### config.mk
export PLATFORM = sky130hd
export DESIGN_NAME = vlc_seq_ctrl
export DESIGN_NICKNAME = d
export VERILOG_FILES = /design/src/rtl/vlc_pkg.sv /design/src/rtl/vlc_tick_gen.sv /design/src/rtl/vlc_seq_ctrl.sv
export SDC_FILE = /design/constraint.sdc
export NUM_CORES = 1
export LEC_CHECK = 0
export ABC_AREA = 0
export BUFFER_PORTS_ARGS = -buffer_cell sky130_fd_sc_hd__buf_4
export CAP_MARGIN = 5
export CELL_PAD_IN_SITES_DETAIL_PLACEMENT = 1
export CELL_PAD_IN_SITES_GLOBAL_PLACEMENT = 2
export CORE_MARGIN = 1
export CORE_UTILIZATION = 30
export CTS_CLUSTER_SIZE = 14
export DETAILED_ROUTE_END_ITERATION = 10
export PLACE_DENSITY_LB_ADDON = 0.3
export RECOVER_POWER = 100
export SLEW_MARGIN = 20
export SYNTH_ARGS = -nofsm -noshare
export SYNTH_HDL_FRONTEND = slang
export SYNTH_SLANG_ARGS = --single-unit
### constraint.sdc
create_clock -name clk -period 5.6 [get_ports clk]
set_clock_uncertainty 0.2 [all_clocks]
set_input_delay 0.28 -clock clk [delete_from_list [all_inputs] [get_ports clk]]
set_output_delay 0.28 -clock clk [all_outputs]
set_load 0.05 [all_outputs]
### src/rtl/vlc_pkg.sv
// Shared types and helpers for the sequential vehicle lamp controller.
// Holds the mode encoding, the input priority decode and the chase mask builder.
package vlc_pkg;

    typedef enum logic [1:0] {
        IDLE   = 2'd0,
        LEFT   = 2'd1,
        RIGHT  = 2'd2,
        HAZARD = 2'd3
    } vlc_mode_t;

    // Both indicators together are treated the same as a hazard request.
    function automatic vlc_mode_t decode_mode(input logic hazard,
                                              input logic turn_left,
                                              input logic turn_right);
        vlc_mode_t m;
        if (hazard || (turn_left && turn_right)) begin
            m = HAZARD;
        end else if (turn_left) begin
            m = LEFT;
        end else if (turn_right) begin
            m = RIGHT;
        end else begin
            m = IDLE;
        end
        return m;
    endfunction

    // Bit k set iff k < step; callers slice the low LAMPS bits.
    function automatic logic [7:0] thermo_mask(input logic [3:0] step);
        logic [7:0] m;
        for (int i = 0; i < 8; i++) begin
            m[i] = (4'(i) < step);
        end
        return m;
    endfunction

endpackage

### src/rtl/vlc_tick_gen.sv
// Animation step prescaler: counts 0..TICK_DIV-1 while enabled and flags the wrap cycle.
// A synchronous clear restarts the count so a new sequence gets a full first step.
module vlc_tick_gen #(
    parameter int TICK_DIV = 1000000,
    parameter int CNT_W    = $clog2(TICK_DIV)
) (
    input  logic             clk,
    input  logic             rst,
    input  logic             en,
    input  logic             clr,
    output logic             tick,
    output logic [CNT_W-1:0] count
);

    localparam logic [CNT_W-1:0] LAST = CNT_W'(TICK_DIV - 1);

    always_ff @(posedge clk or posedge rst) begin
        if (rst) begin
            count <= '0;
        end else if (clr) begin
            count <= '0;
        end else if (en) begin
            if (count == LAST) begin
                count <= '0;
            end else begin
                count <= count + 1'b1;
            end
        end
    end

    assign tick = en && (count == LAST);

endmodule

### src/rtl/vlc_seq_ctrl.sv
// Sequential turn-signal / hazard / brake lamp controller for LAMPS lamps per side.
// Lamps are registered from the next-state decode, so inputs show one edge after sampling.
module vlc_seq_ctrl
    import vlc_pkg::*;
#(
    parameter int LAMPS    = 3,
    parameter int TICK_DIV = 1000000,
    parameter int CNT_W    = $clog2(TICK_DIV)
) (
    input  logic             clk,
    input  logic             rst,
    input  logic             turn_left,
    input  logic             turn_right,
    input  logic             hazard,
    input  logic             brake,
    output logic [LAMPS-1:0] left_lamp,
    output logic [LAMPS-1:0] right_lamp,
    output logic [1:0]       mode,
    output logic             step_tick
);

    localparam int STEP_W = $clog2(LAMPS + 1);
    localparam logic [STEP_W-1:0] STEP_LAST = STEP_W'(LAMPS);

    vlc_mode_t         mode_q, mode_d, dec_mode;
    logic [STEP_W-1:0] step_q, step_d;
    logic              phase_q, phase_d;
    logic              mode_change;
    logic              tick;
    logic [CNT_W-1:0]  tick_count;
    logic [7:0]        mask_full;
    logic [LAMPS-1:0]  chase_mask, brake_mask;
    logic [LAMPS-1:0]  left_d, right_d;

    assign dec_mode    = decode_mode(hazard, turn_left, turn_right);
    assign mode_change = (dec_mode != mode_q);

    // Prescaler restarts on any mode change and is parked at zero while idle.
    vlc_tick_gen #(
        .TICK_DIV (TICK_DIV),
        .CNT_W    (CNT_W)
    ) u_tick_gen (
        .clk   (clk),
        .rst   (rst),
        .en    (mode_q != IDLE),
        .clr   (mode_change || (dec_mode == IDLE)),
        .tick  (tick),
        .count (tick_count)
    );

    always_comb begin
        mode_d  = dec_mode;
        step_d  = step_q;
        phase_d = phase_q;
        if (mode_change) begin
            step_d  = ((dec_mode == LEFT) || (dec_mode == RIGHT)) ? STEP_W'(1) : '0;
            phase_d = (dec_mode == HAZARD);
        end else if (tick) begin
            case (mode_q)
                LEFT, RIGHT: step_d  = (step_q == STEP_LAST) ? '0 : STEP_W'(step_q + 1'b1);
                HAZARD:      phase_d = ~phase_q;
                default:     ;
            endcase
        end
    end

    always_comb begin
        mask_full  = thermo_mask(4'(step_d));
        chase_mask = mask_full[LAMPS-1:0];
        brake_mask = brake ? '1 : '0;
        left_d     = brake_mask;
        right_d    = brake_mask;
        case (mode_d)
            LEFT:   left_d  = chase_mask;
            RIGHT:  right_d = chase_mask;
            HAZARD: begin
                left_d  = phase_d ? '1 : '0;
                right_d = phase_d ? '1 : '0;
            end
            default: ;
        endcase
    end

    always_ff @(posedge clk or posedge rst) begin
        if (rst) begin
            mode_q     <= IDLE;
            step_q     <= '0;
            phase_q    <= 1'b0;
            left_lamp  <= '0;
            right_lamp <= '0;
        end else begin
            mode_q     <= mode_d;
            step_q     <= step_d;
            phase_q    <= phase_d;
            left_lamp  <= left_d;
            right_lamp <= right_d;
        end
    end

    assign mode      = mode_q;
    assign step_tick = tick;

endmodule

; Yosys cells after proc, flatten, opt, wreduce, memory -nomap -nowiden
; Index checks and enable logic that the tools add are counted.
[totals]
reg_bits = 31
input_bits = 6
out_inout_bits = 9
wordCells = 48
[op_classes]
n_addsub = 2
magnitude_cmp = 3
eq_ne = 9
n_mux = 18
n_bitwise = 1
n_reduce_logical = 9
[ops]
columns = operator, n
row1 = 2-to-1 mux 20 bit, 3
row2 = adder 20 x 1 -> 20 bit (second input constant), 1
row3 = == test 20 bit (second input constant), 1
row4 = 2-to-1 mux 2 bit, 7
row5 = one-hot mux 3 bit (2 select lines), 2
row6 = == test 2 bit (second input constant), 5
row7 = 2-to-1 mux 3 bit, 2
row8 = == test 2 x 1 -> 1 bit (second input constant), 2
row9 = less-than comparator 1 x 2 -> 1 bit (first input constant), 2
row10 = 2-to-1 mux 1 bit, 4
row11 = nonzero test 2 bit, 2
row12 = logical OR 1 bit, 3
row13 = adder 2 x 1 -> 2 bit (second input constant), 1
row14 = logical AND 1 bit, 2
row15 = zero test 2 bit, 1
row16 = less-than comparator 2 bit (first input constant), 1
row17 = inequality test 2 bit, 1
row18 = OR reduction 2 bit, 1
row19 = inverter 1 bit, 1

; Longest topological paths before layout
; Gate-level depths: netlist (run 1).
[logic_depth]
ltp_word = 9
mapped_depth = 10
ltp_nobuf = 8

; Modules after synthesis
; A second synthesis (run 1) with hierarchy kept.
[hier_totals]
hier_cells = 181
hier_area_um2 = 1788.0
[by_module_without_submodules]
columns = module, n_inst, cells_each, area_per_inst_um2, seq_area_each_um2
row1 = vlc_tick_gen, 1, 120, 1138.6, 500.5
row2 = vlc_seq_ctrl, 1, 61, 649.4, 275.3

; Least setup slack after synthesis (run 1)
; Ideal clock, no wire load.
[synth_timing]
path_type = reg2reg
from = reg mode_q[0] (netlist: mode[0])
to = reg u_tick_gen.count[14]
setup_time_ns = 0.128
arrival_time_ns = 2.134
t_required_ns = 5.272
slack_ns = 3.139
stages_incl_launch_ff = 9
n_path_buf = 1
synth_period_minus_slack_ns = 2.461
path_cell_list = dfrtp_1 > inv_1 > ha_1 > and2b_2 > a21boi_1 > buf_2 > or3_2 > nand3_1 > a21oi_1
[synth_via]
elab_chain_len = 3
word_cells_on_any_way = 5
classes_between = eq/ne: 1 / mux: 1 / reduce/logical: 3
[synth_lines]
columns = element, line
row1 = "start, declared", vlc_seq_ctrl.sv:25  ; vlc_mode_t mode_q, mode_d, dec_mode;
row2 = "start signal, assigned", vlc_seq_ctrl.sv:92  ; mode_q <= mode_d;
row3 = inequality test 2 bit, vlc_seq_ctrl.sv:36  ; assign mode_change = (dec_mode != mode_q);
row4 = logical OR 1 bit, vlc_seq_ctrl.sv:46  ; .clr (mode_change || (dec_mode == IDLE)),
row5 = 2-to-1 mux 20 bit / nonzero test 2 bit (equally long branches), n/a
row6 = "end signal, assigned", vlc_tick_gen.sv:26  ; count <= count + 1'b1;
row7 = "end, declared", vlc_tick_gen.sv:12  ; output logic [CNT_W-1:0] count
; Several ways; a longest one is shown, not always the timed one.
; A chain may end at the register's enable or synchronous reset.

; Worst setup path in the final report (run 1)
[layout_timing]
from = reg u_tick_gen.count[0]
to = out step_tick
[layout_via]
elab_chain_len = 2
[layout_lines]
columns = element, line
row1 = == test 20 bit, vlc_tick_gen.sv:31  ; assign tick = en && (count == LAST);
row2 = logical AND 1 bit, vlc_tick_gen.sv:31
row3 = "end, declared", vlc_seq_ctrl.sv:19  ; output logic step_tick
; Every way passes these cells.

==> impl_results.rst, run 1 <==
.. list-table::
   :header-rows: 1

   * - Metric
     - Value
   * - Run status
     - finished with violations
   * - Violated checks
     - capacitance limit, slew limit
   * - Net count after synthesis
     - about 210
   * - Startpoint-to-endpoint class of the critical path
     - reg2out
   * - EDFF count, synth
     - 0
   * - Fin crit period
     - 3.266 ns
   * - Slowest Stage Delay on Critical Path
     - 0.46 ns
   * - Number of sinks handled by clock tree synthesis
     - 31
   * - Antenna violations before repair
     - 0
   * - DR vias
     - 1472
   * - Core box area
     - between 0.005 and 0.006 mm^2
   * - Average instance area after synthesis
     - 9.419 um^2
   * - Total number of nets in the final design
     - 229
   * - Maximum achievable frequency
     - slightly above 0.3 GHz
   * - Type of element capturing the critical path
     - output pin
   * - Initial Utilization
     - 0.3116
   * - Clock tree from TritonCTS
     - done
   * - Number of buffers on the longest clock path
     - 2
   * - Crit path max-delay family
     - simple AND/OR/NAND/NOR gates
   * - RePlAce Congestion
     - 0.7871
   * - Average wire per standard cell
     - 15.45 um
   * - Portion of the post-synthesis area used by sequential elements
     - 0.4181
   * - Final hold viol count
     - 0
   * - RSZ-0062 raised after global routing
     - false
   * - Area contributors post-synth
     - dfrtp_1 42%, ha_1 5.4%, xnor2_1 4.7%
   * - Detailed placement HPWL
     - 3300 um
   * - CTS clock-pin slew for the worst setup and hold paths
     - about 0.07 ns
   * - Remaining DRCs
     - 0
   * - Post-synth ARST share
     - 1.000
   * - Setup fix buffers added after clock tree synthesis
     - 0
   * - Area share of the largest cell type after synthesis
     - 0.4181
   * - Proportion of layout cells with a drive suffix above 1
     - 0.1019
   * - Number of flip-flops and latches in the synthesized netlist
     - 31
   * - Antenna-violating nets left
     - 0
   * - Number of setup violations in the final report
     - 0
   * - Area delta synth->final
     - 12.47%
   * - Number of port buffers
     - 14
   * - Power density normalized to cell area
     - between 200 and 250 mW/mm^2
   * - Netlist area before placement
     - 0.001856 mm^2
   * - Crit path cell chain
     - ha_1, nand4_1, nor4_1, nand3_1, or2_0, inv_1, clkbuf_1
   * - Class of the most critical hold timing path
     - in2reg
   * - Iteration-0 DRC Markers
     - just under 50
   * - First-pass GRT wire length
     - ~7800 um
   * - Number of buffers created by CTS
     - 5
   * - Final-layout fill cell count
     - slightly above 700
   * - Number of instances in the synthesized netlist
     - about 200
   * - Tightest Pin Transition
     - around 1.7 ns
   * - Post-route worst setup slack
     - between 2 and 2.5 ns
   * - Die width
     - roughly 80 um
   * - Most frequent cells in the layout
     - 31 x dfrtp_1, 20 x nor2_1, 13 x inv_1, 13 x clkbuf_1
   * - Register Area
     - about 780 um^2
   * - Vertical die dimension
     - slightly above 80 um
   * - Max-cap viol count
     - 1
   * - Number of core rows
     - 28
   * - Max H-tree Level
     - 2
   * - Hold_ws
     - about 0.070 ns
   * - Required @ worst endpoint
     - 5.12 ns
   * - Critical-path top delay cell
     - clkbuf_1
   * - Die outline area
     - about 0.0065 mm^2
   * - Final-report max-slew violation count
     - 32
   * - Buffer and inverter count on the worst path
     - 2
   * - LEAKAGE
     - 0.8294 nW
   * - Setup_tns
     - 0 ns
   * - Area taken by multi-input logic gates
     - roughly 990 um^2
   * - Post-layout utilization of the core
     - 0.3504
   * - Highest fanout seen on the critical path
     - 6
   * - Root buf cell
     - clkbuf_8
   * - Maximum resistive drop on vdd
     - between 100 and 150 uV
   * - Vias per inst
     - slightly above 5
   * - Global-route usage over all layers
     - 0.1579
   * - Critical path arrival
     - 2.79 ns
   * - Count of warnings emitted by yosys
     - 0
   * - 1st-pass router iterations
     - 4
   * - Cell accounting for the most synthesized area
     - dfrtp_1
   * - Slew HR
     - -0.1658
   * - Worst Setup Start Kind
     - register
   * - N_diodes
     - 0
   * - Ports
     - 15
   * - Top FF cell, synth
     - dfrtp_1
   * - Final wirelength
     - ~4500 um
   * - Via count of the first global-routing pass
     - approximately 1500
   * - Pre-CTS WS
     - around 2.7 ns
   * - CTS resizes
     - 0
   * - Most common library cell in the layout ignoring fill and taps
     - dfrtp_1
   * - Leftover overflow at the end of global routing
     - 0
   * - Clock insertion delay at the later pin of the skew report
     - 0.29 ns
   * - Part of the cycle the worst path needs
     - 0.5832
   * - Pin count of the biggest net entering global routing
     - 32
   * - Count of distinct cell types in the synthesized netlist
     - 52
==> cells in the mapped netlist (all sizes together), types with 4 or more instances <==
master / count
inv: 13
buf: 4
xnor2: 10
nor3: 11
or3: 4
nor2: 20
nor4b: 4
xor2: 7
dfrtp: 31
a21oi: 7
o21ai: 4
ha: 8
nand3: 10
nand2: 12
nand4: 9
==> stage by stage <==
step                      total power [mW]  cells  area (um^2)
final                               0.5173    291         2087
after global routing                0.5425    291         2087
after CTS                           0.5333    291         2141
after detailed placement            0.3291    282         2031
after global placement              0.3281    282         2031
after floorplan                     0.3027    197         1856
==> what timing repair did <==
item / CTS / global route
hold buffers: 1 / 0
hold endpoints to repair: 31 / 0
setup endpoints to repair: 0 / 0
==> where the power goes <==
part           total, mW  leakage (nW)  internal [mW]  switching, mW
Sequential         0.240         0.402          0.234        0.00653
Clock              0.202        0.0515          0.112         0.0893
Combinational     0.0754         0.375         0.0201         0.0553
Total              0.517         0.829          0.366          0.151
==> layer usage <==
metal | vias to the layer above | share of wire | GRT usage
li1 | 729 | - | -
met1 | 724 | 0.49 | 0.2095
met2 | 13 | 0.48 | 0.2534
met3 | 6 | 0.021 | 0.03409
met4 | 0 | 0.014 | 0.04821
met5 | - | 0 | 0
==> area by class of cell <==
cell class / count / area share
Clock buffer: 8 / 0.04796
Tap cell: 75 / 0.04496
Multi-Input combinational cell: 148 / 0.4748
Inverter: 13 / 0.02338
Timing Repair Buffer: 16 / 0.03717
Sequential cell: 31 / 0.3717
==> logic make-up (layout without fill, tap and decap cells) <==
kind of cell	Yosys count	after routing	synth area share
and+or+nand+nor	97	97	0.3028
muxes	1	1	0.006068
buffers and inverters	18	37	0.04315
xor gates and xnor gates	17	17	0.08024
DFF	31	31	0.4181
AOI/OAI and AO/OA	25	25	0.09576
adders and majority gates	8	8	0.05395
==> sequential cells by signal, indices dropped and copies added, names as in the netlist <==
name / flops
left_lamp: 3
u_tick_gen.count: 20
right_lamp: 3
step_q: 2
mode: 2
phase_q: 1
==> final timing paths <==
| kind | from | to | slack [ns] | cells after the start |
|---|---|---|---|---|
| setup / recovery | u_tick_gen.count[0] | step_tick | 2.33 | 7 |
| hold / removal | hazard | mode[1] | 0.07 | 2 |
| setup reg to reg | mode[0] | u_tick_gen.count[17] | 2.65 | 7 |
| hold reg to reg | u_tick_gen.count[18] | u_tick_gen.count[18] | 0.37 | 2 |
| max in group asynchronous | rst | u_tick_gen.count[18] | 3.22 | 4 |
| min in group asynchronous | rst | u_tick_gen.count[19] | 0.97 | 4 |
(Power assumes the default switching activity.)
==> run 2, diff against run 1 <==
Clock period 5.6 ns to 3.43 ns, I/O delays scaled along.
==> impl_results.rst, run 2 (synthesized netlist as in run 1, its figures left out) <==
.. list-table::
   :header-rows: 1

   * - Metric
     - Value
   * - Power share of the combinational group
     - 0.141 (-0.005)
   * - Type of element capturing the critical path
     - register
   * - Post-layout instance area
     - 0.002143 mm^2 (+2.7%)
   * - Detailed placement HPWL
     - 3317 um (+0.49%)
   * - Highest fanout seen on the critical path
     - 12 (+6)
   * - Area delta synth->final
     - 15.51%
   * - Pre-CTS WS
     - 0.5228 ns (-2.214 ns)
   * - Root buf cell
     - clkbuf_8
   * - RePlAce Congestion
     - 0.7518 (-4.5%)
   * - Violated checks
     - capacitance limit, slew limit
   * - Vias per inst
     - 5.082 (+0.46%)
   * - Via count of the first global-routing pass
     - 1591 (+5.6%)
   * - Startpoint-to-endpoint class of the critical path
     - in2reg
   * - Crit path launch
     - hazard
   * - RSZ-0062 raised after global routing
     - false
   * - Cells on Worst Hold Path
     - 2 (unchanged)
   * - Most flop-heavy register
     - u_tick_gen.count
   * - Maximum resistive drop on vdd
     - 174.7 uV (+75%)
   * - Number of buffers created by CTS
     - 5 (unchanged)
   * - Most common library cell in the layout ignoring fill and taps
     - dfrtp_1
   * - Reg-to-reg endpoint
     - u_tick_gen.count[17]
   * - Number of sinks handled by clock tree synthesis
     - 31 (unchanged)
   * - Cell internal power dissipation
     - 653.0 uW (+78%)
   * - Power share of the sequential group
     - 0.434 (-0.031)
   * - Critical path arrival
     - 3.15 ns (+0.36 ns)
   * - Switching fraction of total power
     - 0.2755 (-0.01662)
   * - Max reg flops
     - 20 (unchanged)
   * - Antenna-violating nets left
     - 0 (unchanged)
   * - Vertical die dimension
     - 80.65 um (unchanged)
   * - Post-route worst setup slack
     - 0.2649 ns (-2.069 ns)
   * - Total number of nets in the final design
     - 232 (+1.3%)
   * - End point of the worst hold path
     - mode[0]
   * - Number of port buffers
     - 14 (unchanged)
   * - Clock insertion delay at the later pin of the skew report
     - 0.29 ns (about the same)
   * - CTS clock-pin slew for the worst setup and hold paths
     - 0.07 ns (about the same)
   * - Fin crit period
     - roughly 3.2 ns
   * - Net switching power of the design
     - 248.3 uW (+64%)
   * - Leftover overflow at the end of global routing
     - 0 (unchanged)
   * - Max H-tree Level
     - 2 (unchanged)
   * - Power density normalized to cell area
     - 420.5 mW/mm^2 (+70%)
   * - Core box area
     - 0.005956 mm^2 (unchanged)
   * - LEAKAGE
     - 0.8614 nW (+3.9%)
   * - N_diodes
     - 0 (unchanged)
   * - Part of the cycle the worst path needs
     - 0.9228
   * - Tightest Pin Transition
     - 1.761 ns (+0.01236 ns)
   * - Initial Utilization
     - 0.3116 (unchanged)
   * - Final-report max-slew violation count
     - 32 (unchanged)
   * - Class of the most critical hold timing path
     - in2reg
   * - Largest registers
     - u_tick_gen.count x20, left_lamp x3, right_lamp x3
   * - Antenna violations before repair
     - 0 (unchanged)
   * - Worst r2r src
     - mode[1]
   * - Global-route usage over all layers
     - 0.1676 (+0.009729)
   * - Number of buffers on the longest clock path
     - 2 (unchanged)
   * - CTS resizes
     - 0 (unchanged)
   * - Average wire per standard cell
     - 15.64 um (+1.2%)
   * - Maximum achievable frequency
     - between 0.3 and 0.4 GHz
   * - Pin count of the biggest net entering global routing
     - 32 (unchanged)
   * - Remaining DRCs
     - 0 (unchanged)
   * - Cell area after placement
     - 0.002031 mm^2 (unchanged)
   * - Die outline area
     - 0.006504 mm^2 (unchanged)
   * - Die width
     - 80.65 um (unchanged)
   * - Run status
     - finished with violations
   * - Final wirelength
     - 4598 um (+2.3%)
   * - Clock tree from TritonCTS
     - done
   * - Iteration-0 DRC Markers
     - 31 (-37%)
   * - Setup_tns
     - 0 ns (unchanged)
   * - Worst Min Path Start
     - turn_left
   * - Final hold viol count
     - 0 (unchanged)
   * - Worst Setup Start Kind
     - input pin
   * - Max-cap viol count
     - 1 (unchanged)
   * - Register-to-register setup slack
     - 0.65 ns (-2.00 ns)
   * - Required @ worst endpoint
     - 3.41 ns (-1.71 ns)
   * - Ports
     - 15 (unchanged)
   * - Slew HR
     - -0.1741 (-0.008238)
   * - Final-layout fill cell count
     - 706 (-1.5%)
   * - Number of setup violations in the final report
     - 0 (unchanged)
   * - Clock network fraction of total power
     - 0.425 (+0.035)
   * - First-pass GRT wire length
     - 8183 um (+5.5%)
   * - R2r worst-path depth
     - 7 (unchanged)
   * - DR vias
     - 1494 (+1.5%)
   * - Number of core rows
     - 28 (unchanged)
   * - 1st-pass router iterations
     - 5 (+1)
   * - Most frequent cells in the layout
     - 31 x dfrtp_1, 20 x nor2_1, 13 x inv_1
   * - Proportion of layout cells with a drive suffix above 1
     - 0.1187 (+0.01687)
[run 2: cell types whose count changed in the layout (fill, tap and decap cells not counted), sizes merged]
cell	change
clkbuf	-4
clkinv	+1
buf	+2
bufinv	+1
dlygate4sd3	+3
[run 2: metal layers]
metal / vias up / routed length [um] / GRT usage
li1: 737 / - / -
met2: 17 / 2185 / 0.2746
met5: - / 0 / 0
met1: 733 / 2252 / 0.2207
met4: 0 / 61 / 0.04286
met3: 7 / 98 / 0.03750
[run 2: metrics by stage]
| stage | total power [mW] | cells | util | hold slack, ns |
|---|---|---|---|---|
| 2_1_floorplan | 0.4943 | 197 | - | 0.07501 |
| 3_3_place_gp | 0.5367 | 282 | 0.3410 | 0.1040 |
| 3_5_place_dp | 0.5364 | 282 | 0.3410 | 0.1099 |
| 4_1_cts | 0.9296 | 294 | 0.3674 | 0.2631 |
| 5_1_grt | 0.9454 | 294 | 0.3599 | 0.3002 |
| 6_report | 0.9013 | 294 | 0.3599 | 0.2451 |
[run 2: timing repair]
item / in CTS / in global routing
hold buffers: 4 / 0
endpoints found under the hold margin: 35 / 0
setup buffers: 0 / 0
[run 2: worst max-delay path by stage]
stage | cells after the start | to
after floorplan | 8 | u_tick_gen.count[14]
after detailed placement | 9 | u_tick_gen.count[18]
after global routing | 10 | u_tick_gen.count[17]
final | 10 | u_tick_gen.count[17]
after global placement | 9 | u_tick_gen.count[17]
after CTS | 10 | u_tick_gen.count[17]
[run 2: critical path, stage by stage]
cell	delay, ns
dlygate4sd3_1	0.52
buf_4	0.12
or2_0	0.35
inv_1	0.15
ha_1	0.24
and2b_2	0.22
a21boi_1	0.77
or3_1	0.25
a221oi_1	0.09
a211oi_1	0.26
[run 2: power by group through the flow]
stage               Clock, mW  Sequential (mW)  Combinational, mW
global route            0.410            0.393              0.142
detailed placement          0            0.399              0.137
CTS                     0.396            0.392              0.142
finish                  0.383            0.391              0.127
global placement            0            0.399              0.138
floorplan                   0            0.434             0.0603
[run 2: area by class of cell]
type,count,area (um^2),area share
flip-flops and latches,31,775.7,0.3619
inverters,13,48.80,0.02277
repair buffers,19,116.4,0.05429
multi-input cells,148,991.0,0.4623
well taps,75,93.84,0.04378
clock inverters,2,35.03,0.01635
clock buffers,6,82.58,0.03853
